===== src/rtl/lcd_arb_pkg.sv =====
// Purpose: shared types and constants for the two-requester LCD write arbiter.
// Latency: n/a (declarations only).
// Backpressure: n/a.
package lcd_arb_pkg;

  localparam int NREQ            = 2;
  localparam int TIMEOUT_CYC_DEF = 4096;

  typedef enum logic [2:0] {
    WAIT_INIT,
    IDLE,
    ISSUE,
    BUSY,
    ACK
  } arb_state_t;

endpackage


===== src/rtl/lcd_rr_pick.sv =====
// Purpose: one-hot round-robin winner between two requesters, honouring a burst lock.
// Latency: combinational.
// Backpressure: none; a locked non-owner simply never wins.
module lcd_rr_pick
  import lcd_arb_pkg::*;
(
  input  logic [NREQ-1:0] valid,
  input  logic            ptr,
  input  logic            lock,
  input  logic            owner,
  output logic [NREQ-1:0] winner
);

  // Locked: only the owner may win. Contended: the pointer (the requester not
  // served last) wins. Otherwise the single valid requester wins.
  always_comb begin
    winner = '0;
    if (lock) begin
      winner[owner] = valid[owner];
    end else if (&valid) begin
      winner[ptr] = 1'b1;
    end else begin
      winner = valid;
    end
  end

endmodule


===== src/rtl/lcd_write_arbiter.sv =====
// Purpose: serialises byte bursts from two requesters onto one LCD controller write port.
// Latency: 1 cycle from sampled req_valid to writeStart, 1 cycle from writeDone to ack.
// Backpressure: requesters hold req_valid/data until ack; optional watchdog via LCD_ARB_TIMEOUT_EN.
module lcd_write_arbiter
  import lcd_arb_pkg::*;
#(
  parameter int TIMEOUT_CYC = TIMEOUT_CYC_DEF
) (
  input  logic            clk,
  input  logic            rst,
  input  logic [NREQ-1:0] req_valid,
  input  logic [7:0]      req_data0,
  input  logic [7:0]      req_data1,
  input  logic [NREQ-1:0] req_last,
  output logic [NREQ-1:0] grant,
  output logic [NREQ-1:0] ack,
  input  logic            initDone,
  output logic            writeStart,
  output logic [7:0]      dataIn,
  input  logic            writeDone,
  output logic            timeout_err
);

  if (TIMEOUT_CYC < 1) begin : g_bad_timeout
    $error("TIMEOUT_CYC must be at least 1");
  end

  arb_state_t      state_q, state_n;
  logic [NREQ-1:0] grant_q, grant_n;
  logic [7:0]      data_q,  data_n;
  logic            last_q,  last_n;
  logic            lock_q,  lock_n;
  logic            ptr_q,   ptr_n;
  logic [NREQ-1:0] winner;

`ifdef LCD_ARB_TIMEOUT_EN
  localparam int CW = $clog2(TIMEOUT_CYC + 1);
  logic [CW-1:0] cnt_q, cnt_n;
  logic          terr_q, terr_n;
  logic          counting;
  assign timeout_err = terr_q;
`else
  assign timeout_err = 1'b0;
`endif

  lcd_rr_pick u_pick (
    .valid  (req_valid),
    .ptr    (ptr_q),
    .lock   (lock_q),
    .owner  (grant_q[1]),
    .winner (winner)
  );

  assign grant  = grant_q;
  assign dataIn = data_q;

  // Next-state, datapath capture and strobe outputs.
  always_comb begin
    state_n    = state_q;
    grant_n    = grant_q;
    data_n     = data_q;
    last_n     = last_q;
    lock_n     = lock_q;
    ptr_n      = ptr_q;
    writeStart = 1'b0;
    ack        = '0;
    case (state_q)
      WAIT_INIT: if (initDone) state_n = IDLE;
      IDLE: begin
        if (|winner) begin
          grant_n = winner;
          data_n  = winner[1] ? req_data1   : req_data0;
          last_n  = winner[1] ? req_last[1] : req_last[0];
          state_n = ISSUE;
        end
      end
      ISSUE: begin
        writeStart = 1'b1;
        state_n    = BUSY;
      end
      BUSY: if (writeDone) state_n = ACK;
      ACK: begin
        ack     = grant_q;
        state_n = IDLE;
        if (last_q) begin
          // Burst over: release and give the other requester priority.
          grant_n = '0;
          lock_n  = 1'b0;
          ptr_n   = ~grant_q[1];
        end else begin
          lock_n  = 1'b1;
        end
      end
      default: state_n = WAIT_INIT;
    endcase

`ifdef LCD_ARB_TIMEOUT_EN
    terr_n   = terr_q;
    counting = (state_q == BUSY) || ((state_q == IDLE) && lock_q);
    cnt_n    = '0;
    if (counting && (state_n == state_q)) begin
      if (cnt_q == CW'(TIMEOUT_CYC - 1)) begin
        // Watchdog: abandon the owner without an ack and move priority on.
        terr_n  = 1'b1;
        grant_n = '0;
        lock_n  = 1'b0;
        ptr_n   = ~grant_q[1];
        state_n = IDLE;
      end else begin
        cnt_n = cnt_q + 1'b1;
      end
    end
`endif
  end

  // State and datapath registers with synchronous reset.
  always_ff @(posedge clk) begin
    if (rst) begin
      state_q <= WAIT_INIT;
      grant_q <= '0;
      data_q  <= 8'h00;
      last_q  <= 1'b0;
      lock_q  <= 1'b0;
      ptr_q   <= 1'b0;
`ifdef LCD_ARB_TIMEOUT_EN
      cnt_q   <= '0;
      terr_q  <= 1'b0;
`endif
    end else begin
      state_q <= state_n;
      grant_q <= grant_n;
      data_q  <= data_n;
      last_q  <= last_n;
      lock_q  <= lock_n;
      ptr_q   <= ptr_n;
`ifdef LCD_ARB_TIMEOUT_EN
      cnt_q   <= cnt_n;
      terr_q  <= terr_n;
`endif
    end
  end

endmodule


===== config.mk =====
export PLATFORM = sky130hd
export DESIGN_NAME = lcd_write_arbiter
export DESIGN_NICKNAME = d
export VERILOG_FILES = /design/src/rtl/lcd_arb_pkg.sv /design/src/rtl/lcd_rr_pick.sv /design/src/rtl/lcd_write_arbiter.sv
export SDC_FILE = /design/constraint.sdc
export NUM_CORES = 1
export LEC_CHECK = 0
export ABC_AREA = 0
export CELL_PAD_IN_SITES_DETAIL_PLACEMENT = 1
export CELL_PAD_IN_SITES_GLOBAL_PLACEMENT = 2
export CORE_MARGIN = 5
export CORE_UTILIZATION = 20
export CTS_CLUSTER_SIZE = 8
export DETAILED_ROUTE_END_ITERATION = 16
export MAX_ROUTING_LAYER = met4
export PLACE_DENSITY_LB_ADDON = 0.1
export SYNTH_ARGS = -nofsm -noshare
export SYNTH_HDL_FRONTEND = slang
export SYNTH_SLANG_ARGS = --single-unit

===== constraint.sdc =====
create_clock -name clk -period 1.65 [get_ports clk]
set_input_delay 0.2475 -clock clk [delete_from_list [all_inputs] [get_ports clk]]
set_output_delay 0.2475 -clock clk [all_outputs]
set_load 0.005 [all_outputs]

# Yosys cells after proc, flatten, opt, wreduce, memory -nomap -nowiden
# Cells that the tools add are included.
dict set report classes {
  add_sub_neg 0
  mul 0
  div 0
  order_cmp 4
  n_eq_ne 8
  shifts 0
  muxes 20
  bitwise 2
  n_reduce_logical 10
}
# operator n
set ops {}
lappend ops {{$pmux W3 S5} 1}
lappend ops {{$mux W2} 5}
lappend ops {{$mux W3} 3}
lappend ops {{$mux W8} 1}
lappend ops {{$ne A2 B2 Y1 const B} 4}
lappend ops {{$mux W1} 7}
lappend ops {{$eq A3 B2 Y1 const B} 2}
lappend ops {{$reduce_and A2 Y1} 3}
lappend ops {{$reduce_and A3 Y1} 2}
lappend ops {{$lt A1 B2 Y1 const B} 2}
lappend ops {{$pmux W2 S2} 1}
lappend ops {{$eq A3 B1 Y1 const B} 1}
lappend ops {{$eq A3 B3 Y1 const B} 1}
lappend ops {{$logic_not A3 Y1} 1}
lappend ops {{$and A2 B2 Y2} 1}
lappend ops {{$demux W1 S1} 2}
lappend ops {{$ge A1 B1 Y1 const B} 2}
lappend ops {{$logic_and A1 B1 Y1} 2}
lappend ops {{$reduce_bool A2 Y1} 1}
lappend ops {{$reduce_or A2 Y1} 1}
lappend ops {{$not A1 Y1} 1}
dict set report word_totals {
  ff_bits 16
  latch_bits 0
  ramBits 0
  romBits 0
  inputBits 24
  output_inout_bits 14
  word_cells 50
  memories 0
}

# Logic depth before layout (Yosys ltp)
# Gate-level depths: netlist of the first run.
dict set report depth {
  depth_word 9
  depth_mapped 5
  depth_no_buf 4
}

# Hierarchy
# A second synthesis of the first run with hierarchy kept.
dict set report hier_totals {
  cells_unflattened 87
  hier_area_um2 825.8
}
# module n_inst cells_per_inst area_each_um2 seq_area_each_um2
set by_module_without_submodules {}
lappend by_module_without_submodules {lcd_write_arbiter 1 82 789.5 320.3}
lappend by_module_without_submodules {lcd_rr_pick 1 5 36.3 0.0}

# Worst setup path before layout of the first run
# Ideal clock, no wire load.
dict set report synth_timing {
  kind {register -> register}
  from {reg lock_q}
  to {reg grant_q[1] (netlist: grant[1])}
  setup_time_ns 0.128
  arrival_time_ns 1.350
  required_time_ns 1.522
  setup_slack_ns 0.173
  stages_incl_launch_ff 6
  path_buffers 1
  synth_period_minus_slack_ns 1.477
  cell_sequence {dfxtp_1 or3b_2 and3_1 clkbuf_1 a2bb2oi_1 nor2_1}
}
dict set report synth_via {
  elab_chain_len 4
  word_cells_on_any_way 6
  cone_classes {1 x eq/ne; 3 x mux; 2 x reduce/logical}
}
# item line
set synth_rtl {}
lappend synth_rtl {{start, declared} lcd_write_arbiter.sv:32} ;# logic lock_q, lock_n;
lappend synth_rtl {{start signal, assigned} lcd_write_arbiter.sv:134} ;# lock_q <= lock_n;
lappend synth_rtl {{$mux W2 *} lcd_rr_pick.sv:18} ;# if (lock) begin
lappend synth_rtl {{$reduce_or A2 Y1} lcd_write_arbiter.sv:70} ;# if (|winner) begin
lappend synth_rtl {{$ne A2 B2 Y1 (no source line)} --}
lappend synth_rtl {{$reduce_and A3 Y1 (no source line)} --}
lappend synth_rtl {{end signal, assigned} lcd_write_arbiter.sv:131} ;# grant_q <= grant_n;
lappend synth_rtl {{end, declared} lcd_write_arbiter.sv:29} ;# logic [NREQ-1:0] grant_q, grant_n;
# Every way passes the cells marked *; elsewhere a longest branch is shown, timed or not. The select of a mux whose other input is x is not followed.
# A chain may end at the register's enable or synchronous reset.

# Worst setup path in the final report of the first run
dict set report layout_timing {
  from {reg state_q[0]}
  to {out writeStart}
}
dict set report layout_via {
  elab_chain_len 2
}
# item line
set layout_rtl {}
lappend layout_rtl {{start, declared} lcd_write_arbiter.sv:28} ;# arb_state_t state_q, state_n;
lappend layout_rtl {{start signal, assigned} lcd_write_arbiter.sv:130} ;# state_q <= state_n;
lappend layout_rtl {{$eq A3 B2 Y1} lcd_write_arbiter.sv:67} ;# case (state_q)
lappend layout_rtl {{$mux W1} lcd_write_arbiter.sv:67}
lappend layout_rtl {{end, declared} lcd_write_arbiter.sv:18} ;# output logic writeStart,
# Every way passes these cells.

==> results.sh, run 1 <==
export IMPL_fp_dieW_um=72.4
export IMPL_dieArea_um2=5240
export IMPL_slowest_stage="clkdlybuf4s50_1"
export IMPL_power_frac_clock=0.308
export IMPL_initial_core_util=0.209
export IMPL_gp_congestion=0.820
export IMPL_synth_edff_count=0
export IMPL_syn_mean_instance_area_um2=7.94
export IMPL_routed_via_density=4.58
export IMPL_synthSimpleGateAreaFrac=0.310
export IMPL_setup_viol_count_final=0
export IMPL_ys_ff_latch=16
export IMPL_top_signal_layer_used="met4"
export IMPL_ys_types=25
export IMPL_ios=38
export IMPL_crit_family="buffers and inverters"
export IMPL_grt_pass1_vias=903
export IMPL_dp_hpwl_um=1940
export IMPL_yosys_area_share_adder=0
export IMPL_async_reset_ff_frac=0
export IMPL_via_count=889
export IMPL_grt_max_degree=17
export IMPL_cts_tree="built"
export IMPL_drt_iter0_markers=50
export IMPL_cap_viol_max_count=0
export IMPL_ant_nets=0
export IMPL_synth_top_family_by_area="simple AND/OR/NAND/NOR gates"
export IMPL_synth_xor_area_frac=0
export IMPL_stdcell_area_um2=1420
export IMPL_clkLatencyLatePin_ps=250
export IMPL_endpoint_kind="output pin"
export IMPL_required_ps=1400
export IMPL_crit_path_start_kind="register"
export IMPL_slew_violations=0
export IMPL_grt_pass1_wl_um=4110
export IMPL_antenna_found_initial=0
export IMPL_post_place_ws_ps=-347
export IMPL_synth_area_mux_share=0.0129
export IMPL_routed_wl_um=2690
export IMPL_die_h_um=72.4
export IMPL_grt_ovfl_total=0
export IMPL_m1WireLength_um=1220
export IMPL_htreeDepth=1
export IMPL_io_buffer_count=36
export IMPL_min_path_type="primary input to register"
export IMPL_power_density_nw_per_um2=810
export IMPL_clkSinkCount=16
export IMPL_netlist_area_um2=778
export IMPL_fmax_mhz=622
export IMPL_synth_warning_count=0
export IMPL_core_um2=3720
export IMPL_seq_area_frac_synth=0.412
export IMPL_worstPathMaxFanout=5
export IMPL_synthToLayoutAreaGrowth_pct=82.3
export IMPL_fin_util=0.382
export IMPL_synth_compound_area_frac=0.211
export IMPL_num_nets_final=171
export IMPL_ys_flop_type="dfxtp_1"
export IMPL_path_cells="buf_4, nor2_1, clkdlybuf4s50_1"
export IMPL_fin_crit_ps=1610
export IMPL_clockBufferDepth=2
export IMPL_ir_worst_vdd_mv=0.261
export IMPL_switching_share=0.262
export IMPL_p_comb_frac=0.296
export IMPL_rows=22
export IMPL_p_sw_uw=301
export IMPL_drive_gt1_frac=0.192
export IMPL_netlist_instances=98
export IMPL_routedWlPerCell_um=13.9
export IMPL_pwr_share_seq=0.396
export IMPL_cp_slowest_stage_delay_ps=500
export IMPL_cellLeakagePower_uw=0.000583
export IMPL_synth_fp_nets=122
export IMPL_diodes=0
export IMPL_placed_area_um2=1260
export IMPL_grt_usage=0.103
export IMPL_fin_ws_ps=41.7
export IMPL_dr_wl_met2_um=1300
export IMPL_status="complete, no violations"
export IMPL_hold_violations=0
export IMPL_p_int_uw=849
export IMPL_first_pass_iters=4
export IMPL_cp_num_buf_inv=2
export IMPL_crit_type="register to output pin"
export IMPL_cts_made_buffers=3
export IMPL_period_share=0.975
export IMPL_cp_arrival_ps=1360
export IMPL_clk_pin_slew_ps=70
export IMPL_fin_skew_ps=2.57
export IMPL_drc=0
export IMPL_routed_wl_met3_um=153
export IMPL_cts_root_buffer="clkbuf_8"
## worst min-delay path, stage by stage
cell and delay [ps]:
dlygate4sd2_1 280, o2111ai_1 90, a21oi_1 70
## metal layers
| layer | vias up | global-route usage |
|---|---|---|
| met3 | 2 | 0.0291 |
| met5 | - | - |
| met2 | 27 | 0.161 |
| met1 | 414 | 0.126 |
| li1 | 446 | - |
| met4 | 0 | 0.0369 |
## synthesized netlist by cell type (2+ instances only)
library cell / n / area, um^2
a21oi_1: 4 / 20.0
nor2_1: 16 / 60.1
and3_1: 3 / 18.8
nand2_1: 22 / 82.6
clkbuf_1: 3 / 11.3
a311oi_1: 10 / 87.6
nand2b_1: 4 / 25.0
nor3_1: 2 / 10.0
dfxtp_1: 16 / 320
buf_4: 3 / 22.5
## power groups by stage
stage	Clock, uW	Combinational (uW)	Sequential (uW)
after global routing	389	368	461
after floorplan	0	121	458
final	354	340	456
after detailed placement	0	293	460
after global placement	0	288	461
after CTS	365	316	457
## metrics by stage
| stage | hold WS (ps) | total power, uW | instances | setup TNS [ps] |
|---|---|---|---|---|
| global route | 489 | 1220 | 194 | -3.55 |
| global placement | 492 | 750 | 183 | -2890 |
| CTS | 477 | 1140 | 191 | -13.5 |
| floorplan | 320 | 579 | 98 | 0 |
| finish | 486 | 1150 | 194 | 0 |
| detailed placement | 495 | 753 | 183 | -3520 |
## cell type report
| type | instances | area (um^2) |
|---|---|---|
| timing repair buffer | 51 | 522 |
| sequential | 16 | 329 |
| fill | 455 | 2300 |
| tap | 48 | 60.1 |
| clock buffer | 4 | 55.1 |
| multi-input combinational | 75 | 453 |
## what timing repair did
action,CTS,global route
cloned,0,1
endpoints found under the setup margin,13,15
setup buffers,4,2
hold buffers,0,0
pin swaps,2,3
gates resized for setup,8,7
## sequential cells by signal, indices dropped and copies added, names as in the netlist
name,cells
dataIn,8
state_q,3
grant,2
last_q,1
lock_q,1
ptr_q,1
## final timing paths
| check | end | startpoint | slack, ps | cells past startpoint |
|---|---|---|---|---|
| max | writeStart | state_q[0] | 40 | 3 |
| min | grant[0] | req_valid[0] | 490 | 3 |
| max reg2reg | dataIn[2] | state_q[1] | 120 | 6 |
| min reg2reg | dataIn[1] | dataIn[1] | 500 | 2 |
## kinds of logic after synthesis
logic type | after synthesis
buf+inv | 7
other cells | 1
simple gates | 53
mux | 1
flops | 16
compound gates | 20
## cells in the final DEF (no fill, tap or decap)
master / instances
a2bb2oi_1: 1
and3_1: 2
nor2_1: 15
a21oi_1: 4
nor2_4: 1
clkbuf_8: 4
buf_4: 12
clkbuf_16: 1
nor3_1: 2
mux2i_2: 1
nand3_2: 1
buf_12: 2
a2111oi_4: 1
a22oi_1: 1
a311oi_1: 10
nand2_1: 22
or3b_2: 1
nor4_1: 1
dfxtp_2: 1
dlygate4sd2_1: 1
nand4bb_1: 1
dfxtp_4: 2
nand2b_1: 4
dlymetal6s2s_1: 3
and3_4: 1
nor2b_1: 1
o2111ai_1: 1
clkdlybuf4s50_1: 32
nand3b_1: 1
conb_1: 1
o21a_1: 1
a2111oi_0: 1
dfxtp_1: 13
(Power assumes the default switching activity.)
==> run 2, diff against run 1 <==
CAP_MARGIN = 25   (was not set)
HOLD_SLACK_MARGIN = 0.05   (was not set)
==> results of run 2 <==
Same layout as run 1: the final DEF is identical, and so are final timing and power.
